==> src/rtl/spi_master_phase_ctrl.sv <==
// spi_master_phase_ctrl
// ---------------------
// Sequences one SPI transaction in mode 0 (CPOL=0, CPHA=0): an optional
// command phase, an optional address phase and an optional full-duplex data
// phase. Each field is sent MSB-first from its low <len> bits. MISO is
// captured only during the data phase into a right-aligned receive word.
//
// Ports:
//   clk, rst         system clock, synchronous active-high reset
//   start            transaction request, honoured only when not busy
//   cmd/addr/mosi_data, cmd_len/addr_len/data_len
//                    transaction descriptor (lengths above 32 clamp to 32)
//   clk_div          SCLK half-period is clk_div+1 clk cycles
//   miso             serial input
//   spi_clk, spi_csn, spi_mosi
//                    SPI pins (SCLK idles low, CSn active low)
//   busy             a transaction is on the wire
//   done             one-cycle pulse in the FINISH cycle
//   rx_data          received bits of the last completed transaction

module spi_master_phase_ctrl #(
  parameter int CLKDIV_W = 8
) (
  input  logic                clk,
  input  logic                rst,
  input  logic                start,
  input  logic [31:0]         cmd,
  input  logic [31:0]         addr,
  input  logic [31:0]         mosi_data,
  input  logic [5:0]          cmd_len,
  input  logic [5:0]          addr_len,
  input  logic [5:0]          data_len,
  input  logic [CLKDIV_W-1:0] clk_div,
  input  logic                miso,
  output logic                spi_clk,
  output logic                spi_csn,
  output logic                spi_mosi,
  output logic                busy,
  output logic                done,
  output logic [31:0]         rx_data
);

  typedef enum logic [2:0] {
    IDLE   = 3'd0,
    CMD    = 3'd1,
    ADDR   = 3'd2,
    DATA   = 3'd3,
    FINISH = 3'd4
  } state_t;

  state_t state;
  state_t state_next;

  // Latched transaction descriptor
  logic [31:0]         cmd_q;
  logic [31:0]         addr_q;
  logic [31:0]         data_q;
  logic [5:0]          cmd_len_q;
  logic [5:0]          addr_len_q;
  logic [5:0]          data_len_q;
  logic [CLKDIV_W-1:0] div_q;

  // Bit timing
  logic [CLKDIV_W-1:0] div_cnt;
  logic                sclk_q;
  logic [4:0]          bit_cnt;
  logic [31:0]         rx_shift;

  // Decoded control
  logic       accept;
  logic       in_phase;
  logic       half_tick;
  logic       rise;
  logic       fall;
  logic       phase_entry;
  logic [5:0] cl_sel;
  logic [5:0] al_sel;
  logic [5:0] dl_sel;
  logic [5:0] entry_len;

  function automatic logic [5:0] clamp_len(input logic [5:0] len);
    return (len > 6'd32) ? 6'd32 : len;
  endfunction

  // Next phase with a nonzero length after 'cur'; IDLE/FINISH mean "from the
  // beginning". Falls through to FINISH when nothing is left to send.
  function automatic state_t phase_after(input state_t cur,
                                         input logic [5:0] cl,
                                         input logic [5:0] al,
                                         input logic [5:0] dl);
    state_t nxt;
    nxt = FINISH;
    case (cur)
      CMD: begin
        if (al != 6'd0)      nxt = ADDR;
        else if (dl != 6'd0) nxt = DATA;
      end
      ADDR: begin
        if (dl != 6'd0) nxt = DATA;
      end
      DATA: nxt = FINISH;
      default: begin
        if (cl != 6'd0)      nxt = CMD;
        else if (al != 6'd0) nxt = ADDR;
        else if (dl != 6'd0) nxt = DATA;
      end
    endcase
    return nxt;
  endfunction

  function automatic logic [5:0] phase_len(input state_t s,
                                           input logic [5:0] cl,
                                           input logic [5:0] al,
                                           input logic [5:0] dl);
    logic [5:0] len;
    case (s)
      CMD:     len = cl;
      ADDR:    len = al;
      DATA:    len = dl;
      default: len = 6'd0;
    endcase
    return len;
  endfunction

  // Next-state and output decode. A start is honoured in IDLE and also in
  // the FINISH cycle, which gives back-to-back transfers with CSn high for
  // exactly one cycle. On acceptance the lengths come straight from the
  // (clamped) inputs because the latched copies are not loaded yet.
  always_comb begin
    state_next  = state;
    in_phase    = (state == CMD) || (state == ADDR) || (state == DATA);
    half_tick   = (div_cnt == div_q);
    rise        = in_phase && half_tick && !sclk_q;
    fall        = in_phase && half_tick && sclk_q;
    accept      = start && ((state == IDLE) || (state == FINISH));
    cl_sel      = accept ? clamp_len(cmd_len)  : cmd_len_q;
    al_sel      = accept ? clamp_len(addr_len) : addr_len_q;
    dl_sel      = accept ? clamp_len(data_len) : data_len_q;

    case (state)
      IDLE: begin
        if (accept) state_next = phase_after(IDLE, cl_sel, al_sel, dl_sel);
      end
      FINISH: begin
        state_next = accept ? phase_after(IDLE, cl_sel, al_sel, dl_sel) : IDLE;
      end
      CMD, ADDR, DATA: begin
        if (fall && (bit_cnt == 5'd0))
          state_next = phase_after(state, cl_sel, al_sel, dl_sel);
      end
      default: state_next = IDLE;
    endcase

    phase_entry = (state_next != state) &&
                  ((state_next == CMD) || (state_next == ADDR) ||
                   (state_next == DATA));
    entry_len   = phase_len(state_next, cl_sel, al_sel, dl_sel);

    spi_clk  = sclk_q;
    spi_csn  = !in_phase;
    busy     = in_phase;
    done     = (state == FINISH);
    case (state)
      CMD:     spi_mosi = cmd_q[bit_cnt];
      ADDR:    spi_mosi = addr_q[bit_cnt];
      DATA:    spi_mosi = data_q[bit_cnt];
      default: spi_mosi = 1'b0;
    endcase
  end

  // State register and datapath. The divider restarts on every phase entry
  // so each phase begins with a full low half-period; bit_cnt only moves on
  // a falling SCLK edge, which is also the only time MOSI may change.
  // rx_data is loaded on the edge into FINISH so it is already valid while
  // done is high; a zero-length transaction reports an empty receive word.
  always_ff @(posedge clk) begin
    if (rst) begin
      state      <= IDLE;
      cmd_q      <= '0;
      addr_q     <= '0;
      data_q     <= '0;
      cmd_len_q  <= '0;
      addr_len_q <= '0;
      data_len_q <= '0;
      div_q      <= '0;
      div_cnt    <= '0;
      sclk_q     <= 1'b0;
      bit_cnt    <= '0;
      rx_shift   <= '0;
      rx_data    <= '0;
    end else begin
      state <= state_next;

      if (accept) begin
        cmd_q      <= cmd;
        addr_q     <= addr;
        data_q     <= mosi_data;
        cmd_len_q  <= cl_sel;
        addr_len_q <= al_sel;
        data_len_q <= dl_sel;
        div_q      <= clk_div;
      end

      if (phase_entry) begin
        div_cnt <= '0;
        sclk_q  <= 1'b0;
        bit_cnt <= 5'(entry_len - 6'd1);
      end else if (in_phase) begin
        if (half_tick) begin
          div_cnt <= '0;
          sclk_q  <= !sclk_q;
          if (fall && (bit_cnt != 5'd0)) bit_cnt <= bit_cnt - 5'd1;
        end else begin
          div_cnt <= div_cnt + CLKDIV_W'(1);
        end
      end

      if (accept)
        rx_shift <= '0;
      else if (rise && (state == DATA))
        rx_shift <= {rx_shift[30:0], miso};

      if (state_next == FINISH)
        rx_data <= accept ? 32'd0 : rx_shift;
    end
  end

endmodule

==> config.mk <==
export PLATFORM = sky130hd
export DESIGN_NAME = spi_master_phase_ctrl
export DESIGN_NICKNAME = d
export VERILOG_FILES = /design/src/rtl/spi_master_phase_ctrl.sv
export SDC_FILE = /design/constraint.sdc
export NUM_CORES = 1
export LEC_CHECK = 0
export ABC_AREA = 0
export BUFFER_PORTS_ARGS = -buffer_cell sky130_fd_sc_hd__clkbuf_2
export CAP_MARGIN = 20
export CORE_UTILIZATION = 55
export CTS_CLUSTER_DIAMETER = 120
export DETAILED_ROUTE_END_ITERATION = 10
export PLACE_DENSITY_LB_ADDON = 0.2
export SYNTH_ARGS = -nofsm -noshare
export SYNTH_HDL_FRONTEND = slang
export SYNTH_SLANG_ARGS = --single-unit
==> constraint.sdc <==
create_clock -name clk -period 7.3 [get_ports clk]
set_input_delay 0.365 -clock clk [delete_from_list [all_inputs] [get_ports clk]]
set_output_delay 0.365 -clock clk [all_outputs]
set_load 0.02 [all_outputs]
Yosys cells after proc, flatten, opt, wreduce, memory -nomap -nowiden
Cells that the tools add are included.
- divide/modulo/power cells: 0
- bitwise logic cells: 0
- add/subtract/negate cells: 3
- multipliers: 0
- shifts and indexed selects: 0
- equal/unequal tests: 10
- $lt $le $gt $ge: 4
- reductions and logical operators: 29
- mux-type cells: 28
- operator list (cell ; number):
    $mux 6 ; 6
    $mux 32 ; 1
    $mux 5 ; 4
    $gt 6x6->1 const B ; 3
    $mux 3 ; 6
    $pmux 3 s3 ; 2
    $reduce_bool 6->1 ; 3
    $bmux 1 s5 ; 3
    $pmux 5 s3 ; 1
    $eq 3x2->1 const B ; 4
    $sub 5x1->5 const B ; 2
    $add 8x1->8 const B ; 1
    $eq 8x8->1 ; 1
    $logic_and 1x1->1 ; 8
    $mux 8 ; 1
    $eq 3x1->1 const B ; 2
    $eq 3x3->1 const B ; 2
    $lt 5x6->1 const B ; 1
    $reduce_bool 2->1 ; 3
    $logic_not 5->1 ; 1
    $logic_or 1x1->1 ; 5
    $reduce_bool 5->1 ; 1
    $reduce_or 2->1 ; 2
    $logic_not 3->1 ; 1
    other kinds (7) ; 10
- input bits: 126
- output and inout bits: 37
- memories kept: 0
- latch bits: 0
- bits in registers: 203
- memory bits (writable): 0
- word-level logic and storage cells: 87
- bits in read-only memories: 0

Depth between registers and ports, before layout
- depth after elaboration: 17
- depth in mapped cells: 16
- depth with buffers taken out: 13

Least setup slack after synthesis
OpenSTA, ideal clock, no wires.
- path type: register -> register
- start: register state[0]
- end: register bit_cnt[4]
- path slack: 4.082 ns
- arrival: 3.085 ns
- required time: 7.167 ns
- buffers on the path: 3
- stages on the path, launching flop included: 17
- setup time: 0.133 ns
- clock period less this slack: 3.218 ns
- cells stage by stage: dfxtp_1 > buf_6 > o21ba_2 > buf_2 > nand3_2 > or4_1 > o211a_1 > nand2b_1 > buf_6 > a2111oi_0 > a211oi_2 > ha_1 > o31ai_1 > a21o_1 > o21ai_0 > nand3_1 > a31oi_1
- elaborated cells on any way between the ends: 42
- those cells by class: add/sub (1); eq/ne (8); mux (13); reduce/logical (20)
- RTL lines (what ; RTL line ; text):
    start: declaration ; 51 ; state_t state;
    start signal: assignment ; 192 ; state <= state_next;
    $eq 3x1->1 / $eq 3x2->1 (equally long branches) ; 131 ; in_phase = (state == CMD) || (state == ADDR) || (state == DATA);
    $logic_or 1x1->1 ; 131 ;
    $logic_or 1x1->1 * ; 131 ;
    named net busy ; 38 ; output logic busy,
    branches (longest 11 deep; another with $sub 5x1->5) ; - ;
    end signal: assignment ; 207 ; bit_cnt <= 5'(entry_len - 6'd1);
    end signal: assignment ; 212 ; if (fall && (bit_cnt != 5'd0)) bit_cnt <= bit_cnt - 5'd1;
    end: declaration ; 66 ; logic [4:0] bit_cnt;
Mark *: on every way through the listed nets, which the timed path passes.
A chain may end at the register's enable or synchronous reset.

Final worst setup path
- start: register state[1]
- end: register bit_cnt[4]
- cells in the longest elaborated chain, start to end: 17
- elaborated cells on any way between the ends: 42
- those cells by class: add/sub (1); eq/ne (8); mux (13); reduce/logical (20)
- RTL lines (what):
    branches (longest 17 deep; another with $mux 6)
Parallel ways; which one is timed is not known.

==> summary.md <==
## Run status
* complete, no violations — result of the run

## Route
* 584 — number of DRC markers in iteration 0
* 7530 — via count
* 5.512 — Vias per Instance
* 20.55 mm — routed wire length
* 0 — number of antenna-violating nets in the routed design
* 15.04 um — WL/cell
* 0 — DR DRC count
* 5 — TritonRoute pass-1 iters

## Cells and area
* 1323 — filler instances
* 0 — ANT cells
* 18.74% — Area Overhead vs Synth
* sky130_fd_sc_hd__nand2_1 — commonest non-fill, non-tap cell in the layout
* 22.51% — fraction of final layout cells sized beyond drive strength 1
* 1267 — net total in the final layout
* sky130_fd_sc_hd__nand2_1 (323), sky130_fd_sc_hd__dfxtp_1 (201), sky130_fd_sc_hd__a21oi_1 (192), sky130_fd_sc_hd__clkbuf_2 (161), sky130_fd_sc_hd__nand3_1 (36) — most used cells in the layout excluding fill and tap cells

## Floorplan
* 0.01615 mm^2 — area enclosed by the die boundary
* 0.01526 mm^2 — area of the core region
* 45 — Std-Cell Rows
* 163 — boundary pin count
* 56.41% — initial core utilization
* 127.1 um — die boundary height
* 127.1 um — chip width

## STA
* 4009 ps — post-route minimum period
* 0 — Finish-stage setup viols
* 3291 ps — smallest setup slack after layout
* 26.66% — headroom to the max-slew limit
* no — RSZ-0062 raised after global routing
* 16.22 ps — Layout Skew
* 54.91% — final clock period utilization by the worst path
* 0 — Slew Viols, Final
* 1097 ps — measured slew at the worst slew-check pin
* 0 — hold violation total from the final report
* 0 ps — setup tns final
* 249.5 MHz — highest clock frequency the design can meet

## Logic synthesis
* sky130_fd_sc_hd__dfxtp_1 (47%), sky130_fd_sc_hd__nand2_1 (14%), sky130_fd_sc_hd__a21oi_1 (11%), sky130_fd_sc_hd__mux4_2 (8.1%), sky130_fd_sc_hd__clkbuf_1 (2.9%) — biggest area contributors in the synthesized netlist
* sky130_fd_sc_hd__dfxtp_1 — cell accounting for the most synthesized area
* 202 — register bit total from synthesis
* 46.98% — area fraction of the dominant cell type after synthesis
* 0 — warning count from the yosys run
* 8.397 um^2 — average instance area after synthesis
* 46.98% — share of synthesized area occupied by flip-flops and latches
* 61 — Synth cell types
* 0.008607 mm^2 — Post-Synthesis Cell Area
* sky130_fd_sc_hd__dfxtp_1 — Top FF cell, synth
* 1153 — Synth Net Count
* 1025 — synthesized instance count
* 0 — Post-synth EDFFs
* 0% — fraction of registers with async set or reset after synthesis

## Pwr
* 0.003918 uW — Static Leak
* 149.7 uV — worst ir drop on vdd
* 263.4 mW/mm^2 — Power Density

## Setup path
* or3b_4 > or4_4 > o41ai_2 > nand2_4 > nand2b_1 > a2111oi_0 > a211oi_2 > ha_1 > o31ai_1 > a21o_1 > o21ai_0 > nand3_1 > a31oi_1 — cells traversed along the worst timing path
* register — CP Capture Type
* 83 — Max FO, Critical Path
* 4440 ps — data arrival time of the critical path
* reg -> reg — classification of the worst setup path
* 7730 ps — Data required, critical path
* register — type of origin of the critical path
* 750 ps — slowest cell delay on critical path
* sky130_fd_sc_hd__or3b_4 — cell at the slowest stage of the critical path

## Global route
* 33.36 mm — global-route wire length before repair
* 0 — number of antenna violations at the first check in global routing
* 25.45% — Overall Global Routing Usage
* 0 — global-route congestion overflow total
* 6840 — vias in the first global route
* 108 — maximum number of pins on one net before global-route repair

## CTS
* sky130_fd_sc_hd__clkbuf_16 — buffer type at the clock tree root
* 0 — total setup buffers inserted after CTS
* 510 ps — clock latency reported for the late side of the worst-skew pair
* 60 ps — CTS clock-pin slew for the worst setup and hold paths
* 22 — CTS buffer count
* 202 — sinks on the clock net
* 3 — number of buffers on the longest clock path
* 1 — CTS H-Tree Depth
* 0 — post-cts resize count
* 0 — Post-CTS Hold Buffers
* built — CTS tree

## Placed design
* 0.8419 — weighted congestion reported at the end of routability-driven placement
* 162 — buffers added on ports
* 3325 ps — Placement Setup Slack
* 13.38 mm — post-DP HPWL

## Min path
* in -> reg — class of the tightest hold or removal check

## Flow run
* 0 — maxcap violations

## through the flow
| stage | total power, uW | hold WS [ps] | std cells | utilization (%) | area (um^2) |
|---|---|---|---|---|---|
| floorplan | 1448 | 432.1 | 1025 | - | 8607 |
| global placement | 1539 | 439.3 | 1325 | 61.65 | 9407 |
| detailed placement | 1544 | 446.2 | 1326 | 61.83 | 9434 |
| CTS | 2706 | 70.51 | 1366 | 66.98 | 10220 |
| global route | 2796 | 77.13 | 1366 | 66.98 | 10220 |
| finish | 2692 | 75.85 | 1366 | 66.98 | 10220 |
## per-layer routing
metal	track usage, %	up-vias	part of all wire (%)
li1	-	3726	-
met1	35.71	3537	45
met2	41.60	239	47
met3	3.811	28	6.4
met4	5.952	0	1.6
met5	0	-	0
## where the power goes
part / total, uW / switching [uW] / internal, uW
registers: 1200 / 50.0 / 1150
clock network: 1170 / 443 / 727
logic: 322 / 175 / 146
## cells by family (layout without fill, tap and decap cells)
family	count (synthesis)	count (layout)	synth area share, %
AND/OR/NAND/NOR	458	458	23.61
AO/OA/AOI/OAI	223	223	14.07
flip-flops	202	202	46.98
buffers and inverters	83	213	4.114
multiplexers	40	40	9.202
XOR/XNOR	17	17	1.730
adder cells (fa/ha/maj)	2	2	0.2907
## synthesized netlist by cell type (6+ instances only)
cell type / number
sky130_fd_sc_hd__a21oi_1: 192
sky130_fd_sc_hd__clkbuf_1: 66
sky130_fd_sc_hd__dfxtp_1: 202
sky130_fd_sc_hd__mux2i_1: 6
sky130_fd_sc_hd__mux4_2: 31
sky130_fd_sc_hd__nand2_1: 323
sky130_fd_sc_hd__nand3_1: 36
sky130_fd_sc_hd__nand4_1: 6
sky130_fd_sc_hd__nor2_1: 32
sky130_fd_sc_hd__nor3b_1: 17
sky130_fd_sc_hd__o21ai_0: 8
sky130_fd_sc_hd__xnor2_1: 12
## state kept, by name (all words and copies together), names as in the netlist, 6 cells and up
name / flops
cmd_q: 32
rx_data: 32
data_len_q: 6
div_cnt: 8
rx_shift: 32
addr_len_q: 6
data_q: 32
addr_q: 32
div_q: 8
## area by class of cell
| cell class | count | area, um^2 | area share (%) |
|---|---|---|---|
| inverters | 3 | 11.26 | 0.1102 |
| clock buffers | 35 | 699.4 | 6.844 |
| multi-input cells | 740 | 4220 | 41.30 |
| clock inverters | 5 | 86.33 | 0.8448 |
| repair buffers | 170 | 893.4 | 8.741 |
| well taps | 211 | 264.0 | 2.583 |
| flip-flops and latches | 202 | 4045 | 39.58 |
## critical path: cells and delay by family, from the launching register on
kind / cells / cell delay [ps]
adder cells (fa/ha/maj): 1 / 300
AO/OA/AOI/OAI: 7 / 1160
AND/OR/NAND/NOR: 5 / 1990
flip-flops: 1 / 450
## worst paths after layout
kind / from / end / slack [ps] / cells past startpoint
hold reg to reg: rx_data[22] / rx_data[22] / 450 / 2
setup reg to reg: state[1] / bit_cnt[4] / 3290 / 13
setup / recovery: state[1] / bit_cnt[4] / 3290 / 13
hold / removal: addr[21] / addr_q[21] / 80 / 3
Power figures use the tool's default switching activity.
